**src/rtl/pmem_arb_types.sv**
```systemverilog
// Shared types and sizing for the pmem burst arbiter.
// Optional round-robin tie-break: define PMEM_ARB_RR_EN.
package pmem_arb_types;

  localparam int LINE_W = 256;
  localparam int BEAT_W = 64;
  localparam int BEATS  = LINE_W / BEAT_W;

  typedef enum logic [2:0] {
    IDLE,
    I_RD,
    D_RD,
    D_WR,
    DONE
  } state_e;

  typedef enum logic {
    OWN_I = 1'b0,
    OWN_D = 1'b1
  } owner_e;

endpackage

```
**src/rtl/pmem_arbiter_line_burst_adaptor.sv**
```systemverilog
// Line <-> beat adaptor: beat counter, shared line buffer,
// fourth-beat detect.
module line_burst_adaptor #(
  parameter int LINE_W = 256,
  parameter int BEAT_W = 64
) (
  input  logic              clk,
  input  logic              rst_n,
  input  logic              clr,
  input  logic              load,
  input  logic [LINE_W-1:0] load_line,
  input  logic              rd_en,
  input  logic              wr_en,
  input  logic              pmem_resp,
  input  logic [BEAT_W-1:0] pmem_rdata,
  output logic [LINE_W-1:0] line,
  output logic [BEAT_W-1:0] wdata,
  output logic              last
);

  localparam int NB = LINE_W / BEAT_W;
  localparam int CW = (NB > 1) ? $clog2(NB) : 1;

  logic [CW-1:0]     beat_q, beat_d;
  logic [LINE_W-1:0] line_q, line_d;
  logic              step;

  always_comb begin
    beat_d = beat_q;
    line_d = line_q;
    step   = (rd_en | wr_en) & pmem_resp;
    last   = step & (beat_q == CW'(NB - 1));
    if (clr) beat_d = '0;
    if (load) line_d = load_line;
    if (step) begin
      // counter wraps to 0 on the final beat
      beat_d = beat_q + 1'b1;
      if (rd_en)
        line_d[int'(beat_q)*BEAT_W +: BEAT_W] = pmem_rdata;
    end
  end

  always_ff @(posedge clk or negedge rst_n) begin
    if (!rst_n) begin
      beat_q <= '0;
      line_q <= '0;
    end else begin
      beat_q <= beat_d;
      line_q <= line_d;
    end
  end

  assign line  = line_q;
  assign wdata = line_q[int'(beat_q)*BEAT_W +: BEAT_W];

endmodule

```
**src/rtl/pmem_arbiter.sv**
```systemverilog
// icache/dcache arbiter onto one pmem burst port.
// PMEM_ARB_RR_EN: round-robin ties; otherwise dcache wins.
module pmem_arbiter #(
  parameter int LINE_W = pmem_arb_types::LINE_W,
  parameter int BEAT_W = pmem_arb_types::BEAT_W
) (
  input  logic              clk,
  input  logic              rst_n,
  input  logic              i_read,
  input  logic [31:0]       i_address,
  output logic [LINE_W-1:0] i_rdata,
  output logic              i_resp,
  input  logic              d_read,
  input  logic              d_write,
  input  logic [31:0]       d_address,
  input  logic [LINE_W-1:0] d_wdata,
  output logic [LINE_W-1:0] d_rdata,
  output logic              d_resp,
  output logic              pmem_read,
  output logic              pmem_write,
  output logic [31:0]       pmem_address,
  output logic [BEAT_W-1:0] pmem_wdata,
  input  logic [BEAT_W-1:0] pmem_rdata,
  input  logic              pmem_resp
);

  import pmem_arb_types::*;

  state_e      state_q, state_d;
  owner_e      owner_q, owner_d;
  logic [31:0] addr_q, addr_d;
  logic        grant, load, last;
  logic        d_req, tie_d, win_d;
  logic        rd_en, wr_en;
  logic [LINE_W-1:0] line;

`ifdef PMEM_ARB_RR_EN
  owner_e ptr_q, ptr_d;
  // pointer names the last served cache; the other wins a tie
  assign tie_d = (ptr_q == OWN_I);
`else
  assign tie_d = 1'b1;
`endif

  assign d_req = d_read | d_write;
  assign win_d = d_req & (~i_read | tie_d);
  assign rd_en = (state_q == I_RD) | (state_q == D_RD);
  assign wr_en = (state_q == D_WR);

  always_comb begin
    state_d    = state_q;
    owner_d    = owner_q;
    addr_d     = addr_q;
    grant      = 1'b0;
    load       = 1'b0;
    i_resp     = 1'b0;
    d_resp     = 1'b0;
    pmem_read  = 1'b0;
    pmem_write = 1'b0;
`ifdef PMEM_ARB_RR_EN
    ptr_d      = ptr_q;
`endif
    unique case (state_q)
      IDLE: begin
        if (i_read | d_req) begin
          grant = 1'b1;
          if (win_d) begin
            owner_d = OWN_D;
            addr_d  = d_address & ~32'h1f;
            load    = d_write;
            state_d = d_write ? D_WR : D_RD;
          end else begin
            owner_d = OWN_I;
            addr_d  = i_address & ~32'h1f;
            state_d = I_RD;
          end
`ifdef PMEM_ARB_RR_EN
          ptr_d = owner_d;
`endif
        end
      end
      I_RD, D_RD: begin
        pmem_read = 1'b1;
        if (last) state_d = DONE;
      end
      D_WR: begin
        pmem_write = 1'b1;
        if (last) state_d = DONE;
      end
      DONE: begin
        i_resp  = (owner_q == OWN_I);
        d_resp  = (owner_q == OWN_D);
        state_d = IDLE;
      end
      default: state_d = IDLE;
    endcase
  end

  always_ff @(posedge clk or negedge rst_n) begin
    if (!rst_n) begin
      state_q <= IDLE;
      owner_q <= OWN_I;
      addr_q  <= '0;
`ifdef PMEM_ARB_RR_EN
      ptr_q   <= OWN_I;
`endif
    end else begin
      state_q <= state_d;
      owner_q <= owner_d;
      addr_q  <= addr_d;
`ifdef PMEM_ARB_RR_EN
      ptr_q   <= ptr_d;
`endif
    end
  end

  line_burst_adaptor #(
    .LINE_W(LINE_W),
    .BEAT_W(BEAT_W)
  ) u_adapt (
    .clk       (clk),
    .rst_n     (rst_n),
    .clr       (grant),
    .load      (load),
    .load_line (d_wdata),
    .rd_en     (rd_en),
    .wr_en     (wr_en),
    .pmem_resp (pmem_resp),
    .pmem_rdata(pmem_rdata),
    .line      (line),
    .wdata     (pmem_wdata),
    .last      (last)
  );

  assign pmem_address = addr_q;
  assign i_rdata      = line;
  assign d_rdata      = line;

endmodule

```
**config.mk**
```make
export PLATFORM = sky130hd
export DESIGN_NAME = pmem_arbiter
export DESIGN_NICKNAME = d
export VERILOG_FILES = /design/src/rtl/pmem_arb_types.sv /design/src/rtl/pmem_arbiter_line_burst_adaptor.sv /design/src/rtl/pmem_arbiter.sv
export SDC_FILE = /design/constraint.sdc
export NUM_CORES = 1
export LEC_CHECK = 0
export BUFFER_PORTS_ARGS = -buffer_cell sky130_fd_sc_hd__buf_2
export CORE_AREA = 2 2 388 390
export DETAILED_ROUTE_END_ITERATION = 16
export DIE_AREA = 0 0 390 392
export PLACE_DENSITY_LB_ADDON = 0.2
export REMOVE_ABC_BUFFERS = 1
export SYNTH_ARGS = -nofsm -noshare
export SYNTH_HDL_FRONTEND = slang
export SYNTH_SLANG_ARGS = --single-unit
```
**constraint.sdc**
```tcl
create_clock -name clk -period 3.5 [get_ports clk]
set_clock_uncertainty 0.05 [all_clocks]
set_input_delay 0.175 -clock clk [delete_from_list [all_inputs] [get_ports clk]]
set_output_delay 0.175 -clock clk [all_outputs]
set_load 0.01 [all_outputs]
```
Word-level counts from Yosys, hierarchy flattened
Index checks and enable logic that the tools add are counted.
W data, S select, Z words.
{"block": "totals", "mem_bits_rw": 0, "rom_bits": 0, "latch_bits": 0, "out_inout_bits": 612, "elab_cells": 52, "mem_count": 0, "inputBits": 390, "register_bits": 294}
{"block": "classes", "div": 0, "n_eq_ne": 7, "n_reduce_logical": 6, "multipliers": 0, "shifts": 3, "muxes": 22, "bitwise": 7, "magnitude_cmp": 0, "n_addsub": 2}
{"operator": "$mux W256", "count": 3}
{"operator": "$bwmux W256", "count": 1}
{"operator": "$shift A64 B33 Y256 const A", "count": 1}
{"operator": "$shiftx A256 B9 Y64", "count": 1}
{"operator": "$shiftx A64 B33 Y256", "count": 1}
{"operator": "$neg A8 Y33", "count": 1}
{"operator": "$mux W32", "count": 1}
{"operator": "$mux W1", "count": 11}
{"operator": "$eq A3 B2 Y1 const B", "count": 2}
{"operator": "$mux W2", "count": 3}
{"operator": "$mux W3", "count": 2}
{"operator": "$pmux W3 S2", "count": 1}
{"operator": "$or A1 B1 Y1", "count": 4}
{"operator": "$reduce_and A2 Y1", "count": 2}
{"operator": "$eq A3 B1 Y1 const B", "count": 1}
{"operator": "$eq A3 B3 Y1 const B", "count": 1}
{"operator": "$logic_not A3 Y1", "count": 1}
{"operator": "$reduce_or A3 Y1", "count": 1}
{"operator": "$add A2 B1 Y2 const B", "count": 1}
{"operator": "$and A1 B1 Y1", "count": 2}
{"operator": "$eq A2 B2 Y1 const B", "count": 1}
{"operator": "$ne A2 B1 Y1 const B", "count": 1}
{"operator": "$ne A2 B2 Y1 const B", "count": 1}
{"operator": "$reduce_bool A2 Y1", "count": 1}
{"operator": "other kinds (2)", "count": 2}

Depth between registers and ports, before layout
{"block": "logic_depth", "word_depth": 8, "depth_mapped": 10, "depth_no_buf": 5}

Modules after synthesis
From an unflattened synthesis, not the netlist that was laid out.
{"block": "hier_totals", "hier_cells": 1337, "area_unflattened_um2": 17131.4}
{"module": "line_burst_adaptor", "cells_per_inst": 961, "instances": 1, "area_each_um2": 13506.7, "seq_area_each_um2": 6456.2}
{"module": "pmem_arbiter", "cells_per_inst": 376, "instances": 1, "area_each_um2": 3624.7, "seq_area_each_um2": 775.7}

Worst setup path after synthesis
OpenSTA, ideal clock, no wires.
{"block": "synth_path", "path_kind": "reg-to-reg", "from": "register u_adapt.beat_q[1]", "to": "register u_adapt.line_q[219] (netlist: u_adapt.line[219])", "period_less_slack_ns": 2.480, "path_slack_ns": 1.020, "n_path_buf": 5, "setup_ns": 0.079, "t_required_ns": 3.371, "path_stages_with_launch": 11, "t_arrival_ns": 2.350, "cell_sequence": "dfrtp_1 > buf_2 > buf_1 > inv_1 > ha_1 > buf_2 > nor3b_1 > buf_2 > clkbuf_1 > nand2_1 > mux2i_1"}
{"block": "synth_via", "elab_chain_len": 5, "elab_cells_between_ends": 6, "cone_classes": "1 x add/sub; 2 x shift; 3 x mux"}
{"item": "start: declaration", "line": "pmem_arbiter_line_burst_adaptor.sv:24", "source": "logic [CW-1:0] beat_q, beat_d;"}
{"item": "start signal: assignment", "line": "pmem_arbiter_line_burst_adaptor.sv:48", "source": "beat_q <= beat_d;"}
{"item": "$neg A8 Y33 *", "line": "pmem_arbiter_line_burst_adaptor.sv:39", "source": "line_d[int'(beat_q)*BEAT_W +: BEAT_W] = pmem_rdata;"}
{"item": "$shiftx A64 B33 Y256 / $shift A64 B33 Y256 (equally long branches)", "line": "pmem_arbiter_line_burst_adaptor.sv:39"}
{"item": "$bwmux W256 *", "line": "pmem_arbiter_line_burst_adaptor.sv:39"}
{"item": "$mux W256 *", "line": "pmem_arbiter_line_burst_adaptor.sv:38", "source": "if (rd_en)"}
{"item": "$mux W256 *", "line": "pmem_arbiter_line_burst_adaptor.sv:35", "source": "if (step) begin"}
{"item": "via u_adapt.line_d[219]", "line": "pmem_arbiter_line_burst_adaptor.sv:25", "source": "logic [LINE_W-1:0] line_q, line_d;"}
{"item": "end signal: assignment", "line": "pmem_arbiter_line_burst_adaptor.sv:49", "source": "line_q <= line_d;"}
{"item": "end: declaration", "line": "pmem_arbiter_line_burst_adaptor.sv:25"}
Mark *: on every way through the listed nets, which the timed path passes. The rest lies on a longest branch.
A chain may end at the register's enable or synchronous reset.

Final worst setup path
{"block": "layout_path", "from": "register state_q[2]", "to": "register u_adapt.line_q[240] (netlist: u_adapt.line[240])"}
{"block": "layout_via", "elab_chain_len": 6, "elab_cells_between_ends": 12, "cone_classes": "3 x eq/ne; 5 x mux; 3 x bitwise; 1 x reduce/logical"}
{"item": "start: declaration", "line": "pmem_arbiter.sv:29", "source": "state_e state_q, state_d;"}
{"item": "start signal: assignment", "line": "pmem_arbiter.sv:108", "source": "state_q <= state_d;"}
{"item": "$logic_not A3 Y1", "line": "pmem_arbiter.sv:63", "source": "unique case (state_q)"}
{"item": "$mux W1", "line": "pmem_arbiter.sv:63"}
{"item": "$mux W256", "line": "pmem_arbiter_line_burst_adaptor.sv:34", "source": "if (load) line_d = load_line;"}
{"item": "$bwmux W256", "line": "pmem_arbiter_line_burst_adaptor.sv:39"}
{"item": "$mux W256", "line": "pmem_arbiter_line_burst_adaptor.sv:38"}
{"item": "$mux W256 *", "line": "pmem_arbiter_line_burst_adaptor.sv:35"}
{"item": "via u_adapt.line_d[240]", "line": "pmem_arbiter_line_burst_adaptor.sv:25"}
Marks and branches as above.

==> results.ini <==
[yosys]
synth_flop_cell = dfrtp_1
synth_common_cells = 512 x mux2i_1, 289 x dfrtp_1, 267 x buf_4, 259 x nand2_1, 64 x mux4_2
post-synth-top-count-cell = mux2i_1
netlist_area_um2 = 18700
ys.warnings.count = 0
yosysUniqueCellTypes = 46
synthCells = 1594
syn_avg_cell_area_um2 = 11.8
yosys-top-cells-area = dfrtp_1 39%, mux2i_1 27%, buf_4 11%
synth_edf_count = 0
async_flop_share = 1.00
synth_area_leader_cell = dfrtp_1
ys_seq_area_frac = 0.386
ys_ff_latch = 289
synth_top_cell_area_share = 0.386

[place]
dp_cells = 4207
dp_hpwl_mm = 77.9
gp_congestion = 0.833
port_buffers = 986

[route]
num_vias = 16800
first_pass_iters = 4
drc_errors = 0
avgRoutedWirePerCell_um = 22.0
first_iter_violations = 534
drt-total-wl_mm = 103
via_per_inst = 3.57
postRouteAntennaNets = 0

[clocking]
cts_buffers = 42
postCtsSetupBuffers = 0
clock_latency_ns = 0.58
path_clk_slew_ns = 0.06
clockRootBuffer = clkbuf_16
ctsHoldBuffers = 413
cts_resized = 0
cts_sinks = 289
cts_buffer_depth = 3
cts_tree = done
htree_levels = 2

[global_route]
grt_pass1_wl_mm = 139
first_global_vias = 17500
antenna_found_initial = 16
grt_overflow_total = 0
grt_max_degree = 81
grt_usage = 0.129

[layout]
nets = 3115
finalNonFillerCells = 4697
area.sequential_um2 = 7240
synthToLayoutAreaGrowth_pct = 56.5
drive_gt1_frac = 0.446
multi_input_area_um2 = 8610
fill_cells = 16500
postLayoutCoreUtil = 0.197

[run_status]
outcome = completed

[timing]
final_max_slew_viol_count = 0
finalCriticalPeriod_ns = 3.06
tightestPinTransition_ns = 0.992
final_hold_viol_count = 0
rsz0062_at_grt = no
finalSetupViolCount = 0
fin_setup_tns_ns = 0
maxSlewHeadroom = 0.338
period_share = 0.875
fmax_ghz = 0.327

[critical_path]
crit_end = u_adapt.line[240]$_DFF_PN0_
rr_endpoint = u_adapt.line[240]$_DFF_PN0_
reg2regPathDepth = 5
r2r_start = state_q[2]$_DFFE_PN0P_
crit_path_cell_trace = nor2b_1 > nand3_4 > buf_12 > mux2i_1 > dlygate4sd3_1
worst_ep_arrival_time_ns = 3.48
required_ns = 3.92
setup.worst_path.end_class = flip-flop
critPathBufInv = 2
critPathTopFamily = simple AND/OR/NAND/NOR gates
r2r_setup_slack_ns = 0.44
cp-start-kind = flip-flop
cp_slowest_cell = nor2b_1
critical_path_class = reg2reg
cpPeakStageDelay_ns = 0.66
cp_max_fo = 23
cp.depth = 5
crit_path_start = state_q[2]$_DFFE_PN0P_

[floorplanning]
num_rows = 142
die_h_um = 392
die_area_um2 = 153000
die_w_um = 390
io_pins = 1002
core_um2 = 149000
start_util = 0.126

[power]
peakVddDrop_mv = 0.523
power_density_nw_per_um2 = 843
leakage_nw = 14.7

[min_path]
holdCritPathClass = in2async

[run]
maxCapViolCount = 0

## per-stage QoR
| stage | total power, mW | cell area (µm²) | hold WS, ns | worst slack, ns |
|---|---|---|---|---|
| 2_1_floorplan | 12.9 | 15800 | -0.171 | -17.96 |
| 6_report | 24.7 | 29300 | 0.144 | 0.439 |
| 3_5_place_dp | 19.5 | 23800 | 0.218 | 0.942 |
| 3_3_place_gp | 19.5 | 23800 | 0.220 | 0.940 |
| 4_1_cts | 25.3 | 29300 | 0.155 | 0.372 |
| 5_1_grt | 26.3 | 29300 | 0.181 | 0.277 |
## per-layer routing
metal | global-route usage | wire length [µm]
met4 | 0.0326 | 2240
met3 | 0.0218 | 4790
met1 | 0.165 | 45100
met5 | 0.00702 | 176
met2 | 0.222 | 51000
## logic make-up after synthesis
family,Yosys count,synth area share
mux,630,0.383
buf+inv,371,0.161
flops,289,0.386
simple gates,286,0.0626
compound gates,11,0.00414
fa+ha+maj,5,0.00334
other cells,1,0.000200
xor+xnor,1,0.000467
## registers in the layout, indices dropped and copies added (netlist names)
name,count
pmem_address,27
u_adapt.line,256
u_adapt.beat_q,2
state_q,3
owner_q,1
## worst min path at each step
stage | from | end | slack [ns] | cells after the start
detailed placement | rst_n | pmem_address[24]$_DFFE_PN0P_ | 0.22 | 1
floorplan | rst_n | owner_q$_DFFE_PN0P_ | -0.17 | 0
global route | rst_n | pmem_address[26]$_DFFE_PN0P_ | 0.18 | 2
global placement | rst_n | pmem_address[26]$_DFFE_PN0P_ | 0.22 | 1
finish | rst_n | pmem_address[26]$_DFFE_PN0P_ | 0.14 | 2
CTS | rst_n | pmem_address[26]$_DFFE_PN0P_ | 0.16 | 2
## cell usage in the layout (no fill, tap or decap), types with 3 or more instances in the layout
cell           Yosys  layout
dfrtp_1          289     287
o21ai_0            3       3
ha_1               5       5
buf_2             18     985
clkbuf_8           0       8
buf_12            22      17
buf_4            267      29
mux2i_1          512     512
inv_1              4       4
clkbuf_16          0      43
diode_2            0       6
nand3_4            0       4
clkbuf_1          27      12
conb_1             1       5
mux2_2            54      54
nand2_1          259     259
nor2_1             5       5
mux4_2            64      64
dlygate4sd3_1      0     413
bufinv_16          0       4
## where the power goes
| group | switching (mW) | leakage (nW) | internal [mW] |
|---|---|---|---|
| sequential | 2.14 | 3.69 | 4.72 |
| combinational | 7.28 | 10.3 | 6.12 |
| clock | 1.76 | 0.671 | 2.70 |
## area by class of cell
| cell class | count | area share |
|---|---|---|
| antenna | 6 | 0.000512 |
| clock buffer | 63 | 0.0420 |
| clock inverter | 8 | 0.00499 |
| inverter | 4 | 0.000512 |
| multi-input combinational | 938 | 0.294 |
| sequential | 289 | 0.247 |
| tap | 1944 | 0.0829 |
| timing repair buffer | 1445 | 0.329 |
(Power assumes the default switching activity.)
